==> config.mk <==
export PLATFORM = sky130hd
export DESIGN_NAME = if_pc_gen_flat
export DESIGN_NICKNAME = d
export VERILOG_FILES = /design/src/rtl/if_pc_gen_if.sv /design/src/rtl/if_pc_gen.sv /design/src/flat_wrapper.sv
export SDC_FILE = /design/constraint.sdc
export NUM_CORES = 1
export LEC_CHECK = 0
export CAP_MARGIN = 20
export CELL_PAD_IN_SITES_DETAIL_PLACEMENT = 2
export CELL_PAD_IN_SITES_GLOBAL_PLACEMENT = 2
export CORE_MARGIN = 2
export CORE_UTILIZATION = 23
export CTS_BUF_LIST = sky130_fd_sc_hd__clkbuf_4 sky130_fd_sc_hd__clkbuf_8 sky130_fd_sc_hd__clkbuf_16
export CTS_CLUSTER_SIZE = 30
export DETAILED_ROUTE_END_ITERATION = 10
export PLACE_DENSITY_LB_ADDON = 0.25
export SETUP_SLACK_MARGIN = 0.1
export SLEW_MARGIN = 30
export SYNTH_ARGS = -nofsm -noshare
export SYNTH_HDL_FRONTEND = slang
export SYNTH_SLANG_ARGS = --single-unit
==> constraint.sdc <==
create_clock -name clk -period 1.8 [get_ports clk]
set_input_delay 0.45 -clock clk [delete_from_list [all_inputs] [get_ports clk]]
set_output_delay 0.45 -clock clk [all_outputs]
set_load 0.01 [all_outputs]
==> src/rtl/if_pc_gen_if.sv <==
// Bus bundle between the instruction-fetch PC generator and the rest of the
// pipeline: stall vector and branch redirect in, the IF->ID bus and the
// instruction SRAM request out, plus fetch statistics and error flag.
interface if_pc_gen_if #(
   parameter int STALL_WD    = 6,
   parameter int BR_WD       = 33,
   parameter int IF_TO_ID_WD = 33
);
   logic [STALL_WD-1:0]    stall;
   logic [BR_WD-1:0]       br_bus;
   logic [IF_TO_ID_WD-1:0] if_to_id_bus;
   logic                   inst_sram_en;
   logic [3:0]             inst_sram_wen;
   logic [31:0]            inst_sram_addr;
   logic [31:0]            inst_sram_wdata;
   logic [31:0]            fetch_cnt;
   logic                   addr_err;

   // Fetch stage side.
   modport master (
      input  stall, br_bus,
      output if_to_id_bus, inst_sram_en, inst_sram_wen, inst_sram_addr,
             inst_sram_wdata, fetch_cnt, addr_err
   );

   // Pipeline / memory side.
   modport slave (
      output stall, br_bus,
      input  if_to_id_bus, inst_sram_en, inst_sram_wen, inst_sram_addr,
             inst_sram_wdata, fetch_cnt, addr_err
   );
endinterface

==> src/rtl/if_pc_gen.sv <==
// Instruction-fetch PC generator for the five-stage MIPS pipeline.
// Owns the PC, drives synchronous reads of the instruction SRAM and forwards
// {ce, pc} to decode. A branch redirect that arrives while fetch is stalled is
// held and applied on the first unstalled cycle; a live redirect on that
// cycle takes precedence over the held one.
// Optional feature macro: IF_ADDR_ERR_EN -- flags misaligned fetches on
// addr_err and suppresses both the SRAM read and the ce bit towards decode.
module if_pc_gen #(
   parameter logic [31:0] RESET_PC = 32'hBFBF_FFFC
) (
   input  logic       clk,
   input  logic       rst,
   if_pc_gen_if.master bus
);
   localparam logic STOP    = 1'b1;
   localparam logic NO_STOP = 1'b0;

   logic [31:0] pc_reg;
   logic        ce_reg;
   logic        pend_v;
   logic [31:0] pend_addr;
   logic [31:0] fetch_cnt_reg;
   logic [31:0] next_pc;
   logic        advance;
   logic        br_e;
   logic [31:0] br_addr;
   logic        err_mask;
   logic        unused_stall;

   assign br_e    = bus.br_bus[32];
   assign br_addr = bus.br_bus[31:0];
   assign advance = (bus.stall[0] == NO_STOP);

   // Only bit 0 of the stall vector concerns the PC/IF stage.
   assign unused_stall = ^(bus.stall >> 1);

   // Next-PC priority: live redirect, then held redirect, then sequential.
   // NOTE: always_comb assigns a default first so no path leaves next_pc
   // unassigned, which would otherwise infer a latch.
   always_comb begin
      next_pc = pc_reg + 32'd4;
      if (pend_v) next_pc = pend_addr;
      if (br_e)   next_pc = br_addr;
   end

   // PC, fetch enable and held-redirect registers; reset dominates everything.
   // NOTE: sequential state uses non-blocking assignments so every register
   // samples pre-edge values regardless of block ordering.
   always_ff @(posedge clk) begin
      if (rst) begin
         pc_reg    <= RESET_PC;
         ce_reg    <= 1'b0;
         pend_v    <= 1'b0;
         pend_addr <= 32'h0;
      end else if (advance) begin
         pc_reg <= next_pc;
         ce_reg <= 1'b1;
         pend_v <= 1'b0;
      end else if (bus.stall[0] == STOP && br_e) begin
         pend_v    <= 1'b1;
         pend_addr <= br_addr;
      end
   end

   // Count fetches accepted by the pipeline; wraps naturally at 2^32.
   always_ff @(posedge clk) begin
      if (rst)                  fetch_cnt_reg <= 32'h0;
      else if (ce_reg && advance) fetch_cnt_reg <= fetch_cnt_reg + 32'd1;
   end

`ifdef IF_ADDR_ERR_EN
   logic addr_err_reg;

   // Misalignment flag tracks pc_reg: it is loaded with the alignment of the
   // address pc_reg is about to take, so it equals (pc misaligned && ce).
   always_ff @(posedge clk) begin
      if (rst)          addr_err_reg <= 1'b0;
      else if (advance) addr_err_reg <= (next_pc[1:0] != 2'b00);
   end

   assign err_mask = addr_err_reg;
`else
   assign err_mask = 1'b0;
`endif

   assign bus.addr_err        = err_mask;
   assign bus.inst_sram_en    = ce_reg & ~err_mask;
   assign bus.inst_sram_wen   = 4'b0000;
   assign bus.inst_sram_addr  = pc_reg;
   assign bus.inst_sram_wdata = 32'h0;
   assign bus.if_to_id_bus    = {ce_reg & ~err_mask, pc_reg};
   assign bus.fetch_cnt       = fetch_cnt_reg;
endmodule
==> src/flat_wrapper.sv <==
// flat-port wrapper written by rule: the top's interface ports become plain ports
module if_pc_gen_flat 
#(
   parameter logic [31:0] RESET_PC = 32'hBFBF_FFFC
)
  (clk, rst, bus_stall, bus_br_bus, bus_if_to_id_bus, bus_inst_sram_en, bus_inst_sram_wen, bus_inst_sram_addr, bus_inst_sram_wdata, bus_fetch_cnt, bus_addr_err);
  if_pc_gen_if bus_i ();
  input  logic clk;
  input  logic rst;
  input wire logic [$bits(bus_i.stall)-1:0] bus_stall;
  input wire logic [$bits(bus_i.br_bus)-1:0] bus_br_bus;
  output wire logic [$bits(bus_i.if_to_id_bus)-1:0] bus_if_to_id_bus;
  output wire logic [$bits(bus_i.inst_sram_en)-1:0] bus_inst_sram_en;
  output wire logic [$bits(bus_i.inst_sram_wen)-1:0] bus_inst_sram_wen;
  output wire logic [$bits(bus_i.inst_sram_addr)-1:0] bus_inst_sram_addr;
  output wire logic [$bits(bus_i.inst_sram_wdata)-1:0] bus_inst_sram_wdata;
  output wire logic [$bits(bus_i.fetch_cnt)-1:0] bus_fetch_cnt;
  output wire logic [$bits(bus_i.addr_err)-1:0] bus_addr_err;
  assign bus_i.stall = bus_stall;
  assign bus_i.br_bus = bus_br_bus;
  assign bus_if_to_id_bus = bus_i.if_to_id_bus;
  assign bus_inst_sram_en = bus_i.inst_sram_en;
  assign bus_inst_sram_wen = bus_i.inst_sram_wen;
  assign bus_inst_sram_addr = bus_i.inst_sram_addr;
  assign bus_inst_sram_wdata = bus_i.inst_sram_wdata;
  assign bus_fetch_cnt = bus_i.fetch_cnt;
  assign bus_addr_err = bus_i.addr_err;
  if_pc_gen #(.RESET_PC(RESET_PC)) u_core (.clk(clk), .rst(rst), .bus(bus_i));
endmodule
==> results of run 1 <==
layer usage:
layer	up-vias	share of wire (%)	global-route usage (%)
met1	2785	45	21.6
met3	23	4.7	3.72
met2	135	48	29.8
li1	2674	-	-
met4	2	1.6	4.20
met5	-	0.061	0
worst max-delay path, delay by kind of cell (launching register included):
kind	cells	cell delay [ns]
simple gates	4	1.04
flops	1	0.37
compound gates	1	0.15
worst max path at each step:
stage / to / slack (ns)
final: u_core.bus.fetch_cnt[31]$_SDFFE_PP0P_ / 0.17
after global routing: u_core.bus.inst_sram_addr[23]$_SDFFE_PP1N_ / 0.05
after CTS: u_core.bus.inst_sram_addr[23]$_SDFFE_PP1N_ / 0.11
after detailed placement: u_core.bus.inst_sram_addr[0]$_SDFFE_PP0P_ / -0.10
after global placement: u_core.bus.fetch_cnt[12]$_SDFFE_PP0P_ / -0.06
after floorplan: u_core.bus.inst_sram_addr[23]$_SDFFE_PP1N_ / 0.08
layout by cell type (no fill, tap or decap), types with 5 or more instances in the layout:
cell type | synthesis | layout
a21oi_1 | 78 | 78
a31oi_1 | 6 | 6
and3_1 | 15 | 14
and4_1 | 10 | 6
and4_4 | 0 | 5
buf_4 | 70 | 83
clkbuf_16 | 0 | 9
clkdlybuf4s50_1 | 0 | 32
conb_1 | 1 | 37
dfxtp_1 | 98 | 64
dfxtp_2 | 0 | 30
dlygate4sd2_1 | 0 | 98
inv_1 | 15 | 15
mux2i_1 | 5 | 5
nand2_1 | 106 | 106
nand3_1 | 21 | 20
nand4_1 | 17 | 17
nor2_1 | 63 | 59
nor3_1 | 11 | 9
nor3b_1 | 6 | 6
o211ai_1 | 8 | 8
o21ai_0 | 28 | 25
o221ai_1 | 5 | 5
xnor2_1 | 10 | 10
xor2_1 | 27 | 27
timing repair:
item	in CTS	in global routing
endpoints found under the setup margin	115	29
setup buffers	2	1
cloned	0	1
pin swaps	0	10
resized for setup	138	30
hold endpoints to repair	0	0
report_power, final:
part / internal (mW) / switching, mW / total (mW)
logic: 0.584 / 0.754 / 1.34
clock network: 1.26 / 0.890 / 2.15
registers: 2.27 / 0.0860 / 2.36
kinds of logic after synthesis:
group	after synthesis	share of synthesized area, %
and+or+nand+nor	280	25.3
AOI/OAI and AO/OA	160	17.8
buffers and inverters	127	13.7
DFF	98	35.9
xor gates and xnor gates	37	5.92
muxes	5	0.915
adders and majority gates	2	0.457
other	1	0.0685
through the flow:
stage	cell area [um2]	TNS (ns)	power, mW	instances
after floorplan	5620	0	3.14	746
after global placement	7340	-0.102	3.71	1172
after detailed placement	7340	-0.327	3.76	1172
after CTS	7630	0	5.88	1188
after global routing	7720	0	6.15	1190
final	7720	0	5.84	1191
final cells by class:
cell class / instances / area [um2] / share of cell area (%)
Tap cell: 319 / 399 / 5.17
Multi-Input combinational cell: 521 / 3010 / 39.0
Timing Repair Buffer: 222 / 1920 / 24.9
Clock inverter: 3 / 65.1 / 0.843
Sequential cell: 98 / 2010 / 26.1
Clock buffer: 11 / 246 / 3.19
Inverter: 16 / 60.1 / 0.778
Antenna cell: 1 / 2.50 / 0.0324
==> results.sh, run 1 <==
export IMPL_worstSetupStartpointType="register"
export IMPL_fin_crit_sh_pct=90.5
export IMPL_power_density_nw_per_um2=757
export IMPL_dpl_hpwl_um=16100
export IMPL_cap_violations=0
export IMPL_synth_area_leaders="dfxtp_1 (36%), buf_4 (9.6%), nand2_1 (7.3%)"
export IMPL_clock_skew_ns=0.00945
export IMPL_rsz0062_at_grt="yes"
export IMPL_setup_viol=0
export IMPL_yosysTopAreaCell="dfxtp_1"
export IMPL_reg2regPathDepth=5
export IMPL_cts_tree="built"
export IMPL_min_path_cells=2
export IMPL_arrival_ns=1.91
export IMPL_ys_flop_type="dfxtp_1"
export IMPL_synth_area_um2=5470
export IMPL_boundaryPins=176
export IMPL_fin_hold_ws_ns=0.454
export IMPL_holdPathEnd="u_core.pend_addr[5]$_SDFFE_PP0P_"
export IMPL_clock_latency_ns=0.35
export IMPL_drt_pass1_iterations=4
export IMPL_r2r_start="u_core.bus.fetch_cnt[15]$_SDFFE_PP0P_"
export IMPL_cts_buffers_inserted=9
export IMPL_r2r_setup_slack_ns=0.17
export IMPL_cpMaxStageDelayCell="nor4_4"
export IMPL_hp_class="register to register"
export IMPL_routed_wirelength_um=21300
export IMPL_wl_per_cell_um=17.9
export IMPL_static_leakage_power_nw=3.20
export IMPL_route_detailed_drc=0
export IMPL_synthCells=710
export IMPL_critical_path_class="register to register"
export IMPL_viasPerCell=4.72
export IMPL_vdd_ir_drop_max_uv=467
export IMPL_antenna_found_initial=3
export IMPL_fin_nets=911
export IMPL_yosys_register_bits=98
export IMPL_postRouteAntennaNets=0
export IMPL_via_count=5619
export IMPL_cp_end_kind="register"
export IMPL_nFillCells=2729
export IMPL_die_w_um=158
export IMPL_critPathMaxStageDelay_ns=0.39
export IMPL_synth_top_area_share_pct=35.9
export IMPL_yosysMostFrequentCell="nand2_1"
export IMPL_yosys_warnings=0
export IMPL_fmax_mhz=614
export IMPL_cts_max_level=3
export IMPL_grt_pass1_vias=6016
export IMPL_start_util_pct=23.4
export IMPL_clockRootBuffer="clkbuf_16"
export IMPL_path_cells="nand4_1, nor4_4, nand3_2, or3_1, a21oi_1"
export IMPL_clk_pin_slew_worst_paths_ns=0.07
export IMPL_hold_viol_final=0
export IMPL_rows=56
export IMPL_netlist_top_cells_count="nand2_1 (106), dfxtp_1 (98), a21oi_1 (78)"
export IMPL_final_setup_worst_slack_ns=0.171
export IMPL_core_um2=23400
export IMPL_clockBufferDepth=2
export IMPL_post_synth_cell_area_avg_um2=7.71
export IMPL_die_h_um=158
export IMPL_final_max_slew_viol_count=0
export IMPL_critPathLaunch="u_core.bus.fetch_cnt[15]$_SDFFE_PP0P_"
export IMPL_synth_edff_count=0
export IMPL_r2r_end="u_core.bus.fetch_cnt[31]$_SDFFE_PP0P_"
export IMPL_yosysUniqueCellTypes=56
export IMPL_min_from="u_core.pend_addr[5]$_SDFFE_PP0P_"
export IMPL_grt_pass1_wl_um=33400
export IMPL_fin_crit_ns=1.63
export IMPL_critical_path_max_fanout=4
export IMPL_grt_overflow_total=0
export IMPL_dp_worst_setup_slack_ns=-0.103
export IMPL_io_buffers=133
export IMPL_cts_sinks=98
export IMPL_syn2layout_area_growth_pct=41.1
export IMPL_fp_dieArea_um2=25000
export IMPL_outcome="finished clean"
export IMPL_grt_start_max_net_pins=44
export IMPL_drt_iter0_drc=156
export IMPL_required_ns=2.08
export IMPL_ys_seq_area_share_pct=35.9
export IMPL_track_usage_pct=17.2
export IMPL_async_flop_share_pct=0
export IMPL_finalCoreUtilization_pct=33.0
export IMPL_gp_congestion=0.840
export IMPL_drive_above_1_share_pct=19.6
export IMPL_cts_hold_buf=0
Note: power is estimated with default switching activity, not from simulation.
==> run 2, diff against run 1 <==
- GPL_TIMING_DRIVEN: not set -> 0
==> run 2 against run 1 <==
Utilization is 3.6 points higher. Non-clock buffer count is 71 higher. Total power is 3.6% higher. Die area stayed put. Highest routed layer unchanged.
==> results.sh, run 2 (synthesis gave the netlist of run 1 again) <==
export IMPL_outcome="finished clean"
export IMPL_finalCoreUtilization_pct=36.6
export IMPL_viasPerCell=4.73
export IMPL_clockBufferDepth=2
export IMPL_hp_class="register to register"
export IMPL_cts_max_level=3
export IMPL_drt_iter0_drc=162
export IMPL_cap_violations=0
export IMPL_critical_path_max_fanout=5
export IMPL_fin_crit_sh_pct=99.4
export IMPL_post_place_cells=1197
export IMPL_grt_overflow_total=0
export IMPL_cts_hold_buf=0
export IMPL_rsz0062_at_grt="yes"
export IMPL_route_detailed_drc=0
export IMPL_min_from="u_core.pend_addr[15]$_SDFFE_PP0P_"
export IMPL_grt_start_max_net_pins=16
export IMPL_antenna_found_initial=3
export IMPL_required_ns=2.07
export IMPL_cts_buffers_inserted=9
export IMPL_grt_pass1_vias=6098
export IMPL_power_density_nw_per_um2=708
export IMPL_clock_skew_ns=0.00780
export IMPL_start_util_pct=23.4
export IMPL_grt_pass1_wl_um=35300
export IMPL_setup_tns_ns=0
export IMPL_arrival_ns=2.06
export IMPL_fin_cells=1263
export IMPL_static_leakage_power_nw=3.62
export IMPL_die_h_um=158
export IMPL_drt_pass1_iterations=4
export IMPL_vdd_ir_drop_max_uv=455
export IMPL_die_w_um=158
export IMPL_tightest_slew_ns=0.613
export IMPL_relSlewSlack_pct=59.1
export IMPL_cp_end_kind="register"
export IMPL_r2r_start="u_core.bus.inst_sram_addr[15]$_SDFFE_PP1N_"
export IMPL_syn2layout_area_growth_pct=56.4
export IMPL_dpl_hpwl_um=16500
export IMPL_clk_pin_slew_worst_paths_ns=0.07
export IMPL_clock_latency_ns=0.35
export IMPL_hold_viol_final=0
export IMPL_wl_per_cell_um=19.0
export IMPL_via_count=5971
export IMPL_track_usage_pct=18.5
export IMPL_fp_dieArea_um2=25000
export IMPL_drive_above_1_share_pct=30.3
export IMPL_final_common_cell="buf_4"
export IMPL_fmax_mhz=559
export IMPL_boundaryPins=176
export IMPL_gp_congestion=0.762
export IMPL_critical_path_class="register to register"
export IMPL_routed_wirelength_um=24000
export IMPL_rows=56
export IMPL_critPathLaunch="u_core.bus.inst_sram_addr[15]$_SDFFE_PP1N_"
export IMPL_io_buffers=132
export IMPL_cts_sinks=98
export IMPL_clockRootBuffer="clkbuf_16"
export IMPL_worstSetupStartpointType="register"
export IMPL_final_max_slew_viol_count=0
export IMPL_fin_crit_ns=1.79
export IMPL_setup_viol=0
export IMPL_fin_nets=982
export IMPL_final_cell_mix="buf_4 (122), nand2_1 (106), dlygate4sd2_1 (93)"
export IMPL_postRouteAntennaNets=0
export IMPL_cts_tree="built"
export IMPL_core_um2=23400
## run 2: cell count changes in the layout (fill, tap and decap cells not counted), moves of 5 or more
cell,before,now
buf_4,83,122
dfxtp_4,4,33
dfxtp_1,64,44
clkbuf_2,0,15
dfxtp_2,30,21
buf_6,2,10
clkbuf_4,1,8
o21ai_0,25,18
dlygate4sd2_1,98,93
o21ai_1,3,8
## run 2: worst paths after layout
check,depth (start not counted),slack (ns),endpoint
max reg2reg,6,0.01,u_core.bus.inst_sram_addr[23]$_SDFFE_PP1N_
max,6,0.01,u_core.bus.inst_sram_addr[23]$_SDFFE_PP1N_
min reg2reg,2,0.46,u_core.pend_addr[15]$_SDFFE_PP0P_
min,2,0.46,u_core.pend_addr[15]$_SDFFE_PP0P_
## run 2: per-stage QoR
| step | setup WS (ns) | total power, mW | instance area (um2) | hold WS, ns |
|---|---|---|---|---|
| floorplan | 0.0821 | 3.14 | 5620 | 0.431 |
| global placement | -1.46 | 3.72 | 7340 | 0.439 |
| detailed placement | -1.45 | 3.74 | 7340 | 0.449 |
| CTS | 0.0592 | 5.90 | 8150 | 0.460 |
| global route | -0.0478 | 6.30 | 8550 | 0.477 |
| finish | 0.0113 | 6.05 | 8560 | 0.456 |
## run 2: timing repair
item | 4_1_cts | 5_1_grt
buffers inserted | 26 | 24
pin swaps | 7 | 28
endpoints found under the setup margin | 196 | 69
resized for setup | 274 | 69
## run 2: worst max-delay path, cell delays in order (launching register included)
cell and delay [ns]:
dfxtp_4 0.37, buf_6 0.12, nand4_1 0.17, nor4_4 0.29, or3b_4 0.43, xor2_2 0.19, o221ai_2 0.14
## run 2: power by group
part,leakage [nW],internal [mW],total [mW],switching (mW)
clock,0.149,1.13,2.04,0.913
sequential,0.816,2.26,2.38,0.123
combinational,2.66,0.766,1.63,0.866
total,3.62,4.15,6.05,1.90
## run 2: final cells by class
cell class	count	area (um2)
inverter	16	65.1
fill	2747	14800
buffer	111	827
clock buffer	11	246
sequential	98	2110
clock inverter	4	52.6
tap	319	399
antenna	1	2.50
timing repair buffer	182	1620
multi-input combinational	521	3230
## run 2: metal layers
layer | share of wire [%] | vias up | track usage (%) | wire length, um
li1 | - | 2822 | - | -
met1 | 43 | 2953 | 23.6 | 10400
met2 | 49 | 166 | 32.1 | 11800
met3 | 5.9 | 28 | 3.81 | 1420
met4 | 1.9 | 2 | 3.99 | 449
met5 | 0.050 | - | 0 | 12
==> run 3, diff against run 2 <==
- CORE_MARGIN: 2 -> 1.5
- CORE_UTILIZATION: 23 -> 24
- CTS_BUF_LIST: sky130_fd_sc_hd__clkbuf_4 sky130_fd_sc_hd__clkbuf_8 sky130_fd_sc_hd__clkbuf_16 -> sky130_fd_sc_hd__clkbuf_4
==> run 3 against run 2 <==
The flow now finishes with violations (setup timing). Sequential power decreased by 3%. Via count rose by 7.2%. Clock power is 27% lower. Cell count increased by 3.6%. Clock skew increased by 0.035 ns. Global-route usage rose by 1.9 points. Count of clock-buffer cells in the layout is 2 lower. Wire length is 13% higher. Combinational power up 28%.
==> results.sh, run 3 (synthesis gave the netlist of run 1 again) <==
export IMPL_start_util_pct=24.3
export IMPL_route_detailed_drc=0
export IMPL_core_um2=22500
export IMPL_die_h_um=154
export IMPL_critical_path_max_fanout=3
export IMPL_postRouteAntennaNets=0
export IMPL_boundaryPins=176
export IMPL_final_cell_mix="buf_4 (151), nand2_1 (104), buf_6 (83)"
export IMPL_dpl_hpwl_um=16200
export IMPL_swShare_pct=35.2
export IMPL_via_count=6402
export IMPL_cts_tree="built"
export IMPL_static_leakage_power_nw=4.04
export IMPL_power_density_nw_per_um2=635
export IMPL_drt_iter0_drc=220
export IMPL_r2r_setup_slack_ns=-0.29
export IMPL_final_common_cell="buf_4"
export IMPL_pwr_share_clk_pct=25.2
export IMPL_drive_above_1_share_pct=41.7
export IMPL_power_total_mw=5.90
export IMPL_final_setup_worst_slack_ns=-0.293
export IMPL_grt_start_max_net_pins=18
export IMPL_r2r_start="u_core.bus.inst_sram_addr[18]$_SDFFE_PP1N_"
export IMPL_gp_congestion=0.773
export IMPL_violations="setup timing"
export IMPL_cts_buffers_inserted=9
export IMPL_reg2regPathDepth=7
export IMPL_cp_end_kind="register"
export IMPL_drt_pass1_iterations=4
export IMPL_clockRootBuffer="clkbuf_4"
export IMPL_internal_power_mw=3.83
export IMPL_finalCoreUtilization_pct=41.3
export IMPL_power_share_sequential_pct=39.4
export IMPL_critical_path_class="register to register"
export IMPL_io_buffers=132
export IMPL_fin_nets=1061
export IMPL_vdd_ir_drop_max_uv=287
export IMPL_tightest_slew_ns=0.656
export IMPL_antenna_found_initial=2
export IMPL_clk_pin_slew_worst_paths_ns=0.21
export IMPL_setup_tns_ns=-1.53
export IMPL_viasPerCell=4.89
export IMPL_cap_violations=0
export IMPL_grt_pass1_wl_um=37300
export IMPL_p_switching_mw=2.07
export IMPL_die_w_um=154
export IMPL_rsz0062_at_grt="yes"
export IMPL_grt_pass1_vias=6289
export IMPL_min_from="u_core.pend_addr[17]$_SDFFE_PP0P_"
export IMPL_track_usage_pct=20.4
export IMPL_fp_dieArea_um2=23700
export IMPL_hp_class="register to register"
export IMPL_outcome="finished with violations"
export IMPL_routed_wirelength_um=27200
export IMPL_syn2layout_area_growth_pct=69.8
export IMPL_hold_viol_final=0
export IMPL_worstSetupStartpointType="register"
export IMPL_cts_max_level=3
export IMPL_rows=55
export IMPL_nFillCells=2523
export IMPL_clock_skew_ns=0.0425
export IMPL_fin_crit_ns=2.09
export IMPL_cts_sinks=98
export IMPL_dp_worst_setup_slack_ns=-1.47
export IMPL_min_path_cells=2
export IMPL_critPathLaunch="u_core.bus.inst_sram_addr[18]$_SDFFE_PP1N_"
export IMPL_required_ns=2.22
export IMPL_relSlewSlack_pct=56.2
export IMPL_grt_overflow_total=0
export IMPL_arrival_ns=2.51
export IMPL_fmax_mhz=478
export IMPL_final_max_slew_viol_count=0
export IMPL_clockBufferDepth=2
export IMPL_fin_hold_ws_ns=0.466
export IMPL_wl_per_cell_um=20.8
export IMPL_fin_crit_sh_pct=116
export IMPL_setup_viol=18
export IMPL_n_antenna_cell=0
export IMPL_pwr_share_comb_pct=35.4
export IMPL_clock_latency_ns=0.52
run 3: cell count changes in the layout (fill, tap and decap cells not counted), moves of 6 or more:
| cell | previous run | this run |
|---|---|---|
| dfxtp_4 | 33 | 42 |
| dfxtp_1 | 44 | 36 |
| buf_6 | 10 | 83 |
| clkdlybuf4s15_1 | 0 | 6 |
| buf_2 | 1 | 7 |
| clkbuf_16 | 10 | 1 |
| clkbuf_2 | 15 | 27 |
| clkbuf_4 | 8 | 16 |
| dlygate4sd2_1 | 93 | 46 |
| buf_4 | 122 | 151 |
run 3: layer usage:
layer	vias up	global-route usage, %	part of all wire, %
met5	-	0	0.044
met4	2	6.24	2.4
met3	35	3.44	4.8
met2	183	35.0	50
met1	3202	26.0	43
li1	2980	-	-
run 3: cell type report:
type,instances,area (um2),area share (%)
buffer,108,807,8.68
inverter,16,61.3,0.660
timing repair buffer,264,2380,25.6
multi-input combinational,521,3370,36.3
clock inverter,7,103,1.10
sequential,98,2140,23.1
tap,285,357,3.84
clock buffer,9,67.6,0.727
run 3: power by group through the flow:
stage / clock (mW) / combinational (mW) / sequential, mW
finish: 1.49 / 2.09 / 2.32
global route: 1.61 / 2.20 / 2.34
CTS: 1.50 / 1.65 / 2.32
detailed placement: 0 / 1.29 / 2.45
global placement: 0 / 1.28 / 2.44
floorplan: 0 / 0.702 / 2.43
run 3: final timing paths:
check	end
worst max-delay path	u_core.bus.inst_sram_addr[23]$_SDFFE_PP1N_
worst min-delay path	u_core.pend_addr[17]$_SDFFE_PP0P_
worst max register to register	u_core.bus.inst_sram_addr[23]$_SDFFE_PP1N_
worst min register to register	u_core.pend_addr[17]$_SDFFE_PP0P_
run 3: metrics by stage:
step | cells | instance area (um2)
final | 1308 | 9290
after global placement | 1163 | 7300
after detailed placement | 1163 | 7300
after floorplan | 746 | 5620
after global routing | 1308 | 9290
after CTS | 1258 | 8500
run 3: repair_timing:
action | 4_1_cts | 5_1_grt
setup endpoints to repair | 194 | 108
cloned | 0 | 1
resized for setup | 404 | 167
hold buffers | 0 | 0
pin swaps | 34 | 47
hold endpoints to repair | 0 | 0
buffers inserted | 83 | 50
run 3: critical path, cell delays in order (launching register included):
cell and delay (ns):
dfxtp_4 0.40, buf_4 0.12, buf_6 0.11, nand4_1 0.18, nor4_4 0.35, or3b_1 0.43
xor2_1 0.19, o221ai_1 0.22
